--- config.mk ---
export PLATFORM = sky130hd
export DESIGN_NAME = monster_array_controller_flat
export DESIGN_NICKNAME = d
export VERILOG_FILES = /design/src/rtl/monster_array_controller_if.sv /design/src/rtl/monster_array_controller.sv /design/src/flat_wrapper.sv
export SDC_FILE = /design/constraint.sdc
export NUM_CORES = 1
export LEC_CHECK = 0
export BUFFER_PORTS_ARGS = -buffer_cell sky130_fd_sc_hd__buf_2
export CORE_ASPECT_RATIO = 0.7
export CORE_MARGIN = 10
export CORE_UTILIZATION = 47
export CTS_CLUSTER_DIAMETER = 120
export DETAILED_ROUTE_END_ITERATION = 12
export SLEW_MARGIN = 20
export SYNTH_ARGS = -nofsm -noshare
export SYNTH_HDL_FRONTEND = slang
export SYNTH_SLANG_ARGS = --single-unit
export TNS_END_PERCENT = 1
--- constraint.sdc ---
create_clock -name clk -period 11.7 [get_ports clk]
set_input_delay 0.585 -clock clk [delete_from_list [all_inputs] [get_ports clk]]
set_output_delay 0.585 -clock clk [all_outputs]
set_load 0.02 [all_outputs]
--- src/rtl/monster_array_controller_if.sv ---
// Monster array controller bus interface.
// Bundles every non-clock/reset signal of monster_array_controller.
//   master : drives VGA scan position, game state, bullet, scroll, spawn
//            column and score; receives pixel, live flags, hit and kill count
//   slave  : the controller side (mirror of master)
// N_MON must match the controller's N_MON (width of mon_alive).
interface monster_array_controller_if #(
  parameter int N_MON = 3
);
  logic [9:0]       h_cnt;
  logic [9:0]       v_cnt;
  logic [1:0]       state;
  logic [9:0]       blt_x;
  logic [9:0]       blt_y;
  logic             blt_exist;
  logic [3:0]       adv;
  logic [8:0]       rand_x;
  logic [13:0]      score;
  logic             valid;
  logic [16:0]      pixel_addr;
  logic [N_MON-1:0] mon_alive;
  logic             blt_hit;
  logic [7:0]       kill_cnt;

  modport master (
    output h_cnt, v_cnt, state, blt_x, blt_y, blt_exist, adv, rand_x, score,
    input  valid, pixel_addr, mon_alive, blt_hit, kill_cnt
  );

  modport slave (
    input  h_cnt, v_cnt, state, blt_x, blt_y, blt_exist, adv, rand_x, score,
    output valid, pixel_addr, mon_alive, blt_hit, kill_cnt
  );
endinterface

--- src/rtl/monster_array_controller.sv ---
// Monster array controller.
// Manages N_MON monster slots: spawning on score milestones, horizontal
// bouncing, downward scrolling, bullet collision and sprite pixel lookup.
// Ports:
//   clk  : system clock
//   rst  : synchronous active-high reset
//   bus  : monster_array_controller_if.slave (inputs h_cnt, v_cnt, state,
//          blt_x, blt_y, blt_exist, adv, rand_x, score; outputs valid,
//          pixel_addr, mon_alive, blt_hit, kill_cnt)
// Optional feature macro: MON_HP_EN (multi-hit monsters with a FLASH
// immunity state; adds HP_MAX and FLASH_CYC parameters).
module monster_array_controller #(
  parameter int N_MON     = 3,
  parameter int MON_W     = 120,
  parameter int MON_H     = 67,
  parameter int SPD_X     = 10,
  parameter int SPAWN_GAP = 500,
  parameter int MAP_W     = 640,
  parameter int MAP_H     = 480
`ifdef MON_HP_EN
  ,
  parameter int HP_MAX    = 2,
  parameter int FLASH_CYC = 8
`endif
) (
  input logic                      clk,
  input logic                      rst,
  monster_array_controller_if.slave bus
);

  localparam logic [10:0] MON_W11   = 11'(MON_W);
  localparam logic [10:0] MON_H11   = 11'(MON_H);
  localparam logic [10:0] RIGHT_LIM = 11'(MAP_W);
  localparam logic [10:0] W_PLUS_SP = 11'(MON_W + SPD_X);
  localparam logic [9:0]  SPD10     = 10'(SPD_X);
  localparam logic [9:0]  MAP_H10   = 10'(MAP_H);
  localparam logic [9:0]  X_MAX     = 10'(MAP_W - MON_W);
  localparam logic [14:0] GAP15     = 15'(SPAWN_GAP);

`ifdef MON_HP_EN
  localparam int HP_W = $clog2(HP_MAX + 1);
  localparam int FC_W = $clog2(FLASH_CYC + 1);
  typedef enum logic [1:0] {S_IDLE, S_ALIVE, S_FLASH} slot_state_t;
`else
  typedef enum logic [1:0] {S_IDLE, S_ALIVE} slot_state_t;
`endif

  slot_state_t      slot_st   [N_MON];
  slot_state_t      slot_st_n [N_MON];
  logic [9:0]       pos_x     [N_MON];
  logic [9:0]       pos_x_n   [N_MON];
  logic [9:0]       pos_y     [N_MON];
  logic [9:0]       pos_y_n   [N_MON];
  logic [N_MON-1:0] dir, dir_n;
  logic [13:0]      last_spawn, last_spawn_n;
  logic [7:0]       kill_cnt, kill_cnt_n;
  logic             blt_hit, blt_hit_n;
  logic             spawn_due, spawn_done, hit_done, kill_now, in_bullet, off_screen;
  logic             pix_found;
  logic [N_MON-1:0] alive_c;
`ifdef MON_HP_EN
  logic [HP_W-1:0]  hp     [N_MON];
  logic [HP_W-1:0]  hp_n   [N_MON];
  logic [FC_W-1:0]  fcnt   [N_MON];
  logic [FC_W-1:0]  fcnt_n [N_MON];
`endif

  // State register: all slot and bookkeeping state updates here.
  always_ff @(posedge clk) begin
    if (rst) begin
      for (int i = 0; i < N_MON; i++) begin
        slot_st[i] <= S_IDLE;
        pos_x[i]   <= '0;
        pos_y[i]   <= '0;
`ifdef MON_HP_EN
        hp[i]      <= '0;
        fcnt[i]    <= '0;
`endif
      end
      dir        <= '0;
      last_spawn <= '0;
      kill_cnt   <= '0;
      blt_hit    <= 1'b0;
    end else begin
      for (int i = 0; i < N_MON; i++) begin
        slot_st[i] <= slot_st_n[i];
        pos_x[i]   <= pos_x_n[i];
        pos_y[i]   <= pos_y_n[i];
`ifdef MON_HP_EN
        hp[i]      <= hp_n[i];
        fcnt[i]    <= fcnt_n[i];
`endif
      end
      dir        <= dir_n;
      last_spawn <= last_spawn_n;
      kill_cnt   <= kill_cnt_n;
      blt_hit    <= blt_hit_n;
    end
  end

  // Next-state logic. spawn_done / hit_done make the scan pick only the
  // lowest-index candidate. Spawning looks at the registered state, so a
  // slot freed this clock can be refilled on the following one. The hit
  // overrides the off-screen retire so a simultaneous hit still counts.
  always_comb begin
    for (int i = 0; i < N_MON; i++) begin
      slot_st_n[i] = slot_st[i];
      pos_x_n[i]   = pos_x[i];
      pos_y_n[i]   = pos_y[i];
`ifdef MON_HP_EN
      hp_n[i]      = hp[i];
      fcnt_n[i]    = fcnt[i];
`endif
    end
    dir_n        = dir;
    last_spawn_n = last_spawn;
    kill_cnt_n   = kill_cnt;
    blt_hit_n    = 1'b0;
    spawn_done   = 1'b0;
    hit_done     = 1'b0;
    kill_now     = 1'b0;
    in_bullet    = 1'b0;
    off_screen   = 1'b0;
    spawn_due    = ({1'b0, bus.score} >= ({1'b0, last_spawn} + GAP15));

    if (bus.state != 2'd2) begin
      for (int i = 0; i < N_MON; i++) slot_st_n[i] = S_IDLE;
      last_spawn_n = bus.score;
    end else begin
      for (int i = 0; i < N_MON; i++) begin
        if (slot_st[i] == S_IDLE) begin
          if (spawn_due && !spawn_done) begin
            spawn_done   = 1'b1;
            slot_st_n[i] = S_ALIVE;
            pos_x_n[i]   = ({1'b0, bus.rand_x} > X_MAX) ? X_MAX : {1'b0, bus.rand_x};
            pos_y_n[i]   = '0;
            dir_n[i]     = 1'b0;
            last_spawn_n = bus.score;
`ifdef MON_HP_EN
            hp_n[i]      = HP_W'(HP_MAX);
            fcnt_n[i]    = '0;
`endif
          end
        end else begin
          if (!dir[i]) begin
            if (({1'b0, pos_x[i]} + W_PLUS_SP) <= RIGHT_LIM) pos_x_n[i] = pos_x[i] + SPD10;
            else dir_n[i] = 1'b1;
          end else begin
            if (pos_x[i] >= SPD10) pos_x_n[i] = pos_x[i] - SPD10;
            else dir_n[i] = 1'b0;
          end
          pos_y_n[i] = pos_y[i] + 10'(bus.adv);
          off_screen = (pos_y[i] >= MAP_H10);
`ifdef MON_HP_EN
          if (slot_st[i] == S_FLASH) begin
            if (fcnt[i] == FC_W'(FLASH_CYC - 1)) slot_st_n[i] = S_ALIVE;
            else fcnt_n[i] = fcnt[i] + FC_W'(1);
          end
`endif
          if (off_screen) slot_st_n[i] = S_IDLE;

          in_bullet = ({1'b0, pos_x[i]} <= {1'b0, bus.blt_x}) &&
                      ({1'b0, bus.blt_x} < ({1'b0, pos_x[i]} + MON_W11)) &&
                      ({1'b0, pos_y[i]} <= {1'b0, bus.blt_y}) &&
                      ({1'b0, bus.blt_y} < ({1'b0, pos_y[i]} + MON_H11));
          if (slot_st[i] == S_ALIVE && bus.blt_exist && in_bullet && !hit_done) begin
            hit_done  = 1'b1;
            blt_hit_n = 1'b1;
`ifdef MON_HP_EN
            hp_n[i] = hp[i] - HP_W'(1);
            if (hp[i] <= HP_W'(1) || off_screen) begin
              slot_st_n[i] = S_IDLE;
              kill_now     = 1'b1;
            end else begin
              slot_st_n[i] = S_FLASH;
              fcnt_n[i]    = '0;
            end
`else
            slot_st_n[i] = S_IDLE;
            kill_now     = 1'b1;
`endif
          end
        end
      end
      if (kill_now && kill_cnt != 8'hFF) kill_cnt_n = kill_cnt + 8'd1;
    end
  end

  // Output logic: live flags plus the combinational sprite lookup, where the
  // lowest-index live slot covering the scan position owns the pixel.
  always_comb begin
    pix_found      = 1'b0;
    bus.valid      = 1'b0;
    bus.pixel_addr = '0;
    for (int i = 0; i < N_MON; i++) begin
      alive_c[i] = (slot_st[i] != S_IDLE);
      if (!pix_found && slot_st[i] != S_IDLE &&
          ({1'b0, bus.h_cnt} >= {1'b0, pos_x[i]}) &&
          ({1'b0, bus.h_cnt} < ({1'b0, pos_x[i]} + MON_W11)) &&
          ({1'b0, bus.v_cnt} >= {1'b0, pos_y[i]}) &&
          ({1'b0, bus.v_cnt} < ({1'b0, pos_y[i]} + MON_H11))) begin
        pix_found      = 1'b1;
        bus.valid      = 1'b1;
        bus.pixel_addr = 17'(bus.h_cnt - pos_x[i]) + 17'(bus.v_cnt - pos_y[i]) * 17'(MON_W);
`ifdef MON_HP_EN
        // Blink: a flashing slot still owns the pixel but shows nothing.
        if (slot_st[i] == S_FLASH && fcnt[i][0]) begin
          bus.valid      = 1'b0;
          bus.pixel_addr = '0;
        end
`endif
      end
    end
  end

  assign bus.mon_alive = alive_c;
  assign bus.blt_hit   = blt_hit;
  assign bus.kill_cnt  = kill_cnt;

endmodule
--- src/flat_wrapper.sv ---
// flat-port wrapper written by rule: the top's interface ports become plain ports
module monster_array_controller_flat 
#(
  parameter int N_MON     = 3,
  parameter int MON_W     = 120,
  parameter int MON_H     = 67,
  parameter int SPD_X     = 10,
  parameter int SPAWN_GAP = 500,
  parameter int MAP_W     = 640,
  parameter int MAP_H     = 480

)
  (clk, rst, bus_h_cnt, bus_v_cnt, bus_state, bus_blt_x, bus_blt_y, bus_blt_exist, bus_adv, bus_rand_x, bus_score, bus_valid, bus_pixel_addr, bus_mon_alive, bus_blt_hit, bus_kill_cnt);
  monster_array_controller_if #(.N_MON(N_MON)) bus_i ();
  input logic clk;
  input logic rst;
  input wire logic [$bits(bus_i.h_cnt)-1:0] bus_h_cnt;
  input wire logic [$bits(bus_i.v_cnt)-1:0] bus_v_cnt;
  input wire logic [$bits(bus_i.state)-1:0] bus_state;
  input wire logic [$bits(bus_i.blt_x)-1:0] bus_blt_x;
  input wire logic [$bits(bus_i.blt_y)-1:0] bus_blt_y;
  input wire logic [$bits(bus_i.blt_exist)-1:0] bus_blt_exist;
  input wire logic [$bits(bus_i.adv)-1:0] bus_adv;
  input wire logic [$bits(bus_i.rand_x)-1:0] bus_rand_x;
  input wire logic [$bits(bus_i.score)-1:0] bus_score;
  output wire logic [$bits(bus_i.valid)-1:0] bus_valid;
  output wire logic [$bits(bus_i.pixel_addr)-1:0] bus_pixel_addr;
  output wire logic [$bits(bus_i.mon_alive)-1:0] bus_mon_alive;
  output wire logic [$bits(bus_i.blt_hit)-1:0] bus_blt_hit;
  output wire logic [$bits(bus_i.kill_cnt)-1:0] bus_kill_cnt;
  assign bus_i.h_cnt = bus_h_cnt;
  assign bus_i.v_cnt = bus_v_cnt;
  assign bus_i.state = bus_state;
  assign bus_i.blt_x = bus_blt_x;
  assign bus_i.blt_y = bus_blt_y;
  assign bus_i.blt_exist = bus_blt_exist;
  assign bus_i.adv = bus_adv;
  assign bus_i.rand_x = bus_rand_x;
  assign bus_i.score = bus_score;
  assign bus_valid = bus_i.valid;
  assign bus_pixel_addr = bus_i.pixel_addr;
  assign bus_mon_alive = bus_i.mon_alive;
  assign bus_blt_hit = bus_i.blt_hit;
  assign bus_kill_cnt = bus_i.kill_cnt;
  monster_array_controller #(.N_MON(N_MON), .MON_W(MON_W), .MON_H(MON_H), .SPD_X(SPD_X), .SPAWN_GAP(SPAWN_GAP), .MAP_W(MAP_W), .MAP_H(MAP_H)) u_core (.clk(clk), .rst(rst), .bus(bus_i));
endmodule
==> results of run 1 <==
## power by group
group          switching, mW  total (mW)  internal [mW]
Clock                  0.127       0.299          0.172
Sequential            0.0124       0.321          0.309
Combinational           1.39        2.39           1.00
Total                   1.52        3.01           1.48
## layout by cell type (no fill, tap or decap), types with 52 or more instances in the layout
master	synthesis	final
sky130_fd_sc_hd__ha_1	371	371
sky130_fd_sc_hd__inv_1	254	254
sky130_fd_sc_hd__a21oi_1	181	181
sky130_fd_sc_hd__nor2_1	172	172
sky130_fd_sc_hd__xnor2_1	136	136
sky130_fd_sc_hd__nand2_1	128	128
sky130_fd_sc_hd__o21ai_0	111	111
sky130_fd_sc_hd__buf_2	14	101
sky130_fd_sc_hd__dfxtp_1	89	89
sky130_fd_sc_hd__nor3_1	65	65
sky130_fd_sc_hd__fa_1	61	61
sky130_fd_sc_hd__a21o_1	52	52
## worst reg2reg max path: stages, from the launching register on
cell                        delay, ns
sky130_fd_sc_hd__dfxtp_1         0.35
sky130_fd_sc_hd__or4_1           0.58
sky130_fd_sc_hd__or3_4           0.40
sky130_fd_sc_hd__nand4_1         0.13
sky130_fd_sc_hd__xor2_1          0.17
sky130_fd_sc_hd__ha_1            0.26
sky130_fd_sc_hd__nand3_1         0.15
sky130_fd_sc_hd__nor2_1          0.06
sky130_fd_sc_hd__a2111oi_0       0.68
sky130_fd_sc_hd__o31ai_4         0.17
sky130_fd_sc_hd__buf_4           0.29
sky130_fd_sc_hd__a41oi_4         0.75
sky130_fd_sc_hd__or2_1           0.41
sky130_fd_sc_hd__a211oi_1        0.13
## cell families after synthesis
| group | count (synthesis) | share of synthesized area |
|---|---|---|
| buf+inv | 319 | 0.0664 |
| flops | 89 | 0.0965 |
| compound gates | 665 | 0.242 |
| xor+xnor | 176 | 0.0835 |
| mux | 39 | 0.0218 |
| simple gates | 627 | 0.172 |
| fa+ha+maj | 432 | 0.318 |
## flip-flops by register name (all words and copies together) (netlist names)
name / cells
u_core.last_spawn: 14
u_core.bus.kill_cnt: 8
u_core.bus.blt_hit: 1
u_core.slot_st: 3
u_core.dir: 3
u_core.pos_y: 30
u_core.pos_x: 30
## per-layer routing
| metal | vias to the layer above | track usage | share of wire |
|---|---|---|---|
| met4 | 4 | 0.0238 | 0.0065 |
| met1 | 8478 | 0.355 | 0.50 |
| li1 | 8620 | - | - |
| met3 | 44 | 0.0561 | 0.084 |
| met5 | - | 0 | 0.00041 |
| met2 | 548 | 0.347 | 0.41 |
## final timing paths
check,cells past startpoint,from,endpoint
worst max register to register,13,u_core.last_spawn[5],u_core.pos_x[0][21]
worst max-delay path,24,u_core.pos_y[0][11],bus_pixel_addr[16]
worst min register to register,2,u_core.bus.kill_cnt[1],u_core.bus.kill_cnt[1]
worst min-delay path,3,bus_score[13],u_core.last_spawn[13]
## final cells by class
| cell class | instances | area [µm²] |
|---|---|---|
| fillers | 3795 | 18900 |
| inverters | 256 | 961 |
| multi-input cells | 1939 | 15500 |
| clock buffers | 10 | 239 |
| clock inverters | 5 | 65.1 |
| flip-flops and latches | 89 | 1780 |
| diodes | 1 | 2.50 |
| repair buffers | 106 | 543 |
| well taps | 527 | 659 |
==> flow_summary_export.csv, run 1 <==
group,metric,value,unit
routing,post_drt_via_cell_ratio,6.03,
grt,grt.overflow.total,0,
yosys,netlist_top_cells_count,"sky130_fd_sc_hd__ha_1 (371), sky130_fd_sc_hd__inv_1 (254), sky130_fd_sc_hd__a21oi_1 (181)",
setup_path,critical-path-max-stage-delay,0.63,ns
place,io_buffers,101,
place,postPlaceCellArea,0.0194,mm²
cts,cts.path.max_buffers,2,
sta,final.setup.worst_slack,3.76,ns
finish,drive_gt1_frac,0.0669,
yosys,postSynthAreaPerCell,7.87,µm²
setup_path,startpoint_type,"register",
finish,finalInstanceArea,0.0197,mm²
sta,fmax,126,MHz
run,cap_violations,0,
setup_path,required,11.12,ns
setup_path,critical_path_buf_inv_count,3,
cts,cts_tree,"built",
finish,area_delta_synth_final,6.86,%
power,total_power,3.01,mW
routing,drtPass1Iterations,5,
floorplan,rows,60,
setup_path,critical_path.slowest_cell,"sky130_fd_sc_hd__xor2_1",
floorplan,die_h,186,µm
routing,route.detailed.wl_per_inst,19.9,µm
finish,finalNonFillerCells,2933,
power,p_leak,8.75,nW
place,gpl.final_weighted_congestion,0.967,
setup_path,cpLargestDelayFamily,"compound AO/OA/AOI/OAI gates",
sta,worst_pin_slew,1.08,ns
yosys,ys_types,83,
routing,drc,0,
grt,grt_use_total,0.238,
sta,slew_viol_final,0,
yosys,synth-edff-count,0,
setup_path,r2r_setup_slack,7.02,ns
routing,ant_nets,0,
place,dp_worst_setup_slack,4.06,ns
yosys,syn-num-nets,2851,
yosys,synthCells,2347,
cts,cts_post_setup_buffers_inserted,0,
routing,via_count,17694,
setup_path,endpoint_kind,"output port",
cts,clock_tree.root_cell,"sky130_fd_sc_hd__clkbuf_16",
setup_path,critical_path.max_fanout,7,
routing,dr.first_iter.drc_count,1605,
yosys,synth_flop_cell,"sky130_fd_sc_hd__dfxtp_1",
place,dp_cells,2917,
sta,hold_viol_final,0,
grt,grt_first_pass_wirelength,91800,µm
yosys,share_of_synthesized_registers_carrying_an_async_set_or_reset,0,
worst_hold_path,worst_hold_path_type,"in -> reg",
power,ir_drop,0.213,mV
grt,number_of_antenna_violations_at_the_first_check_in_global_routing,3,
yosys,synth.cell_area,0.0185,mm²
yosys,synth_top_area_cell,"sky130_fd_sc_hd__ha_1",
finish,design.final.nets,2905,
yosys,synthDominantCellAreaShare,0.251,
floorplan,floorplan.io_pins,102,
cts,htreeDepth,3,
sta,finalSetupViolations,0,
sta,worst_hold_slack,0.489,ns
finish,final_core_util,0.511,
yosys,ys_seq_area_frac,0.0965,
routing,drt_wl_total,58500,µm
yosys,yosysWarnings,0,
cts,cts.reportedPaths.clkPinSlew,0.07,ns
grt,maximum_number_of_pins_on_one_net_before_global_route_repair,71,
yosys,synth.ff_latch_count,89,
power,power.density_cell_area,152,mW/mm²
sta,min_period,7.94,ns
sta,worst_slew_margin_rel,0.275,
run_status,run_status,"completed",
place,dp_hpwl,49100,µm
yosys,post-synth-top-count-cell,"sky130_fd_sc_hd__ha_1",
setup_path,worst-endpoint-arrival,7.36,ns
cts,hold_buffers,0,
sta,fin_worst_skew,0.00784,ns
setup_path,setup.worst_path.class,"reg -> out",
floorplan,initial_util,0.479,
floorplan,core_area,0.0386,mm²
floorplan,floorplan.die.width,257,µm
setup_path,crit_chain,"inv_1, ha_1, a21o_1, a311o_1, a21oi_1, xor2_1, fa_1, fa_1, inv_1, ha_1, a21boi_0, o21ai_0, a21boi_0, nor2_1, ha_1, and2_1, a31oi_1, o21ai_0, o41ai_1, o21ai_0, xnor2_1, a21boi_0, a211oi_1, buf_2",
cts,numCtsBuffers,9,
cts,cts_sinks,89,
grt,number_of_global_route_vias_before_repair,16634,
sta,fin_tns_setup,0,ns
cts,clk_latency,0.36,ns
yosys,netlist_top_cells_area,"sky130_fd_sc_hd__ha_1 (25%), sky130_fd_sc_hd__dfxtp_1 (9.6%), sky130_fd_sc_hd__fa_1 (6.6%)",
sta,timing.final.crit_share,0.679,
sta,grt_setup_unrepaired,"no",
floorplan,total_die_area,0.0477,mm²
cts,cts.repair.resized,0,
Note: power is estimated with default switching activity, not from simulation.
==> run 2: changes to the inputs <==
==> constraint.sdc (replaced) <==
create_clock -name clk -period 7.6 [get_ports clk]
set_input_delay 0.38 -clock clk [delete_from_list [all_inputs] [get_ports clk]]
set_output_delay 0.38 -clock clk [all_outputs]
set_load 0.02 [all_outputs]
==> flow_summary_export.csv, run 2 (synthesis gave the netlist of run 1 again) <==
group,metric,value,unit
grt,grt_use_total,0.239,
worst_hold_path,worst_hold_path_type,"in -> reg",
sta,hold_viol_final,0,
run,cap_violations,0,
place,dp_worst_setup_slack,0.524,ns
cts,cts.path.max_buffers,2,
sta,slew_viol_final,0,
setup_path,critical_path.max_fanout,6,
routing,dr.first_iter.drc_count,1483,
sta,finalSetupViolations,0,
routing,drc,0,
setup_path,endpoint_kind,"output port",
grt,maximum_number_of_pins_on_one_net_before_global_route_repair,71,
floorplan,initial_util,0.479,
setup_path,crit_chain,"inv_1, ha_1, and2_1, a311o_1, a31o_2, a21o_1, xor2_2, inv_1, fa_1, fa_1, inv_1, ha_1, a21boi_0, o21ai_0, a21boi_0, or4b_2, nand3_1, ha_1, a21oi_1, o21ai_0, xnor2_1, a21boi_0, a211oi_1, buf_2",
routing,route.detailed.wl_per_inst,20.3,µm
finish,final_core_util,0.513,
finish,leading_cell_type_in_the_layout_fill_and_taps_excluded,"sky130_fd_sc_hd__ha_1",
sta,grt_setup_unrepaired,"no",
cts,hold_buffers,0,
setup_path,cpLargestDelayFamily,"adder cells",
finish,drive_gt1_frac,0.0750,
setup_path,worstSetupStartpoint,"u_core.pos_y[0][13]",
sta,fin_tns_setup,0,ns
setup_path,critical_path_depth_in_cells,24,
place,dp_hpwl,49800,µm
setup_path,critical_path_buf_inv_count,4,
cts,numCtsBuffers,9,
worst_hold_path,hold_depth,3,
routing,drtPass1Iterations,6,
power,power.density_cell_area,237,mW/mm²
worst_hold_path,min_from,"bus_score[0]",
finish,leading_cell_types_in_the_layout_fill_and_taps_excluded,"sky130_fd_sc_hd__ha_1 (371), sky130_fd_sc_hd__inv_1 (253), sky130_fd_sc_hd__a21oi_1 (181)",
run_status,run_status,"completed",
place,gpl.final_weighted_congestion,0.948,
setup_path,worstReg2RegStart,"u_core.last_spawn[5]",
setup_path,setup.worst_path.class,"reg -> out",
finish,design.final.nets,2912,
floorplan,rows,60,
sta,worst_slew_margin_rel,0.341,
grt,grt.overflow.total,0,
routing,post_drt_via_cell_ratio,6.06,
floorplan,die_h,186,µm
cts,cts.reportedPaths.clkPinSlew,0.07,ns
setup_path,required,7.22,ns
cts,cts_tree,"built",
place,io_buffers,101,
grt,number_of_antenna_violations_at_the_first_check_in_global_routing,1,
floorplan,floorplan.io_pins,102,
sta,min_period,7.22,ns
setup_path,worst-endpoint-arrival,6.84,ns
sta,final.setup.worst_slack,0.384,ns
finish,area_delta_synth_final,7.29,%
setup_path,reg2reg_depth,14,
cts,clk_latency,0.35,ns
power,ir_drop,0.198,mV
setup_path,critical-path-max-stage-delay,0.63,ns
setup_path,startpoint_type,"register",
sta,fmax,139,MHz
finish,antennaDiodeCount,0,
routing,via_count,17825,
setup_path,critical_path.slowest_cell,"sky130_fd_sc_hd__or4b_2",
cts,cts_sinks,89,
floorplan,core_area,0.0386,mm²
grt,number_of_global_route_vias_before_repair,16414,
cts,clock_tree.root_cell,"sky130_fd_sc_hd__clkbuf_16",
finish,top_regs,"u_core.pos_x: 30 flops, u_core.pos_y: 30 flops, u_core.last_spawn: 14 flops",
cts,htreeDepth,3,
sta,timing.final.crit_share,0.949,
floorplan,total_die_area,0.0477,mm²
power,p_leak,8.81,nW
floorplan,floorplan.die.width,257,µm
sta,fin_worst_skew,0.00600,ns
grt,grt_first_pass_wirelength,91800,µm
routing,drt_wl_total,59600,µm
routing,ant_nets,0,
sta,worst_pin_slew,0.976,ns
[run 2: cell types whose count changed in the layout (fill, tap and decap cells not counted), sizes merged]
cell,change
buf,+7
bufinv,-1
inv,+2
diode,-1
[run 2: worst reg2reg max path: stages, from the launching register on]
cell	delay, ns
sky130_fd_sc_hd__dfxtp_1	0.35
sky130_fd_sc_hd__or4_1	0.58
sky130_fd_sc_hd__or3_4	0.40
sky130_fd_sc_hd__nand4_1	0.12
sky130_fd_sc_hd__xor2_1	0.17
sky130_fd_sc_hd__ha_1	0.26
sky130_fd_sc_hd__nand3_1	0.15
sky130_fd_sc_hd__nor2_1	0.07
sky130_fd_sc_hd__a2111oi_0	0.65
sky130_fd_sc_hd__o31ai_4	0.15
sky130_fd_sc_hd__buf_4	0.28
sky130_fd_sc_hd__a31oi_2	0.74
sky130_fd_sc_hd__buf_4	0.35
sky130_fd_sc_hd__or4_1	0.15
sky130_fd_sc_hd__a21oi_1	0.07
[run 2: worst paths after layout]
path	end	slack [ns]
worst max-delay path	bus_pixel_addr[16]	0.38
worst min-delay path	u_core.last_spawn[0]	0.28
worst max register to register	u_core.pos_y[0][7]	2.99
worst min register to register	u_core.last_spawn[1]	0.50
[run 2: repair_timing]
item,4_1_cts,5_1_grt
buffers inserted,0,0
setup endpoints to repair,0,3
gates resized for setup,0,17
[run 2: power breakdown]
group	switching, mW	internal (mW)	total [mW]
Clock	0.202	0.224	0.425
Sequential	0.0189	0.476	0.494
Combinational	2.22	1.56	3.78
[run 2: through the flow]
stage	total power [mW]	area, µm²	cells	hold slack, ns
final	4.70	19800	2940	0.278
after global routing	5.12	19800	2940	0.286
after CTS	4.59	19700	2940	0.274
after detailed placement	4.14	19500	2924	0.489
after global placement	4.08	19500	2924	0.474
after floorplan	3.23	18500	2347	0.463
[run 2: area by class of cell]
class	count	area (µm²)
fill	3862	18800
inverter	256	961
clock buffer	10	229
sequential	89	1790
clock inverter	6	41.3
timing repair buffer	113	596
multi-input combinational	1939	15500
tap	527	659
[run 2: metal layers]
layer	vias up	global-route usage	routed length (µm)
li1	8646	-	-
met1	8505	0.359	29400
met2	634	0.348	24300
met3	40	0.0536	5380
met4	0	0.0231	456
met5	-	0	0
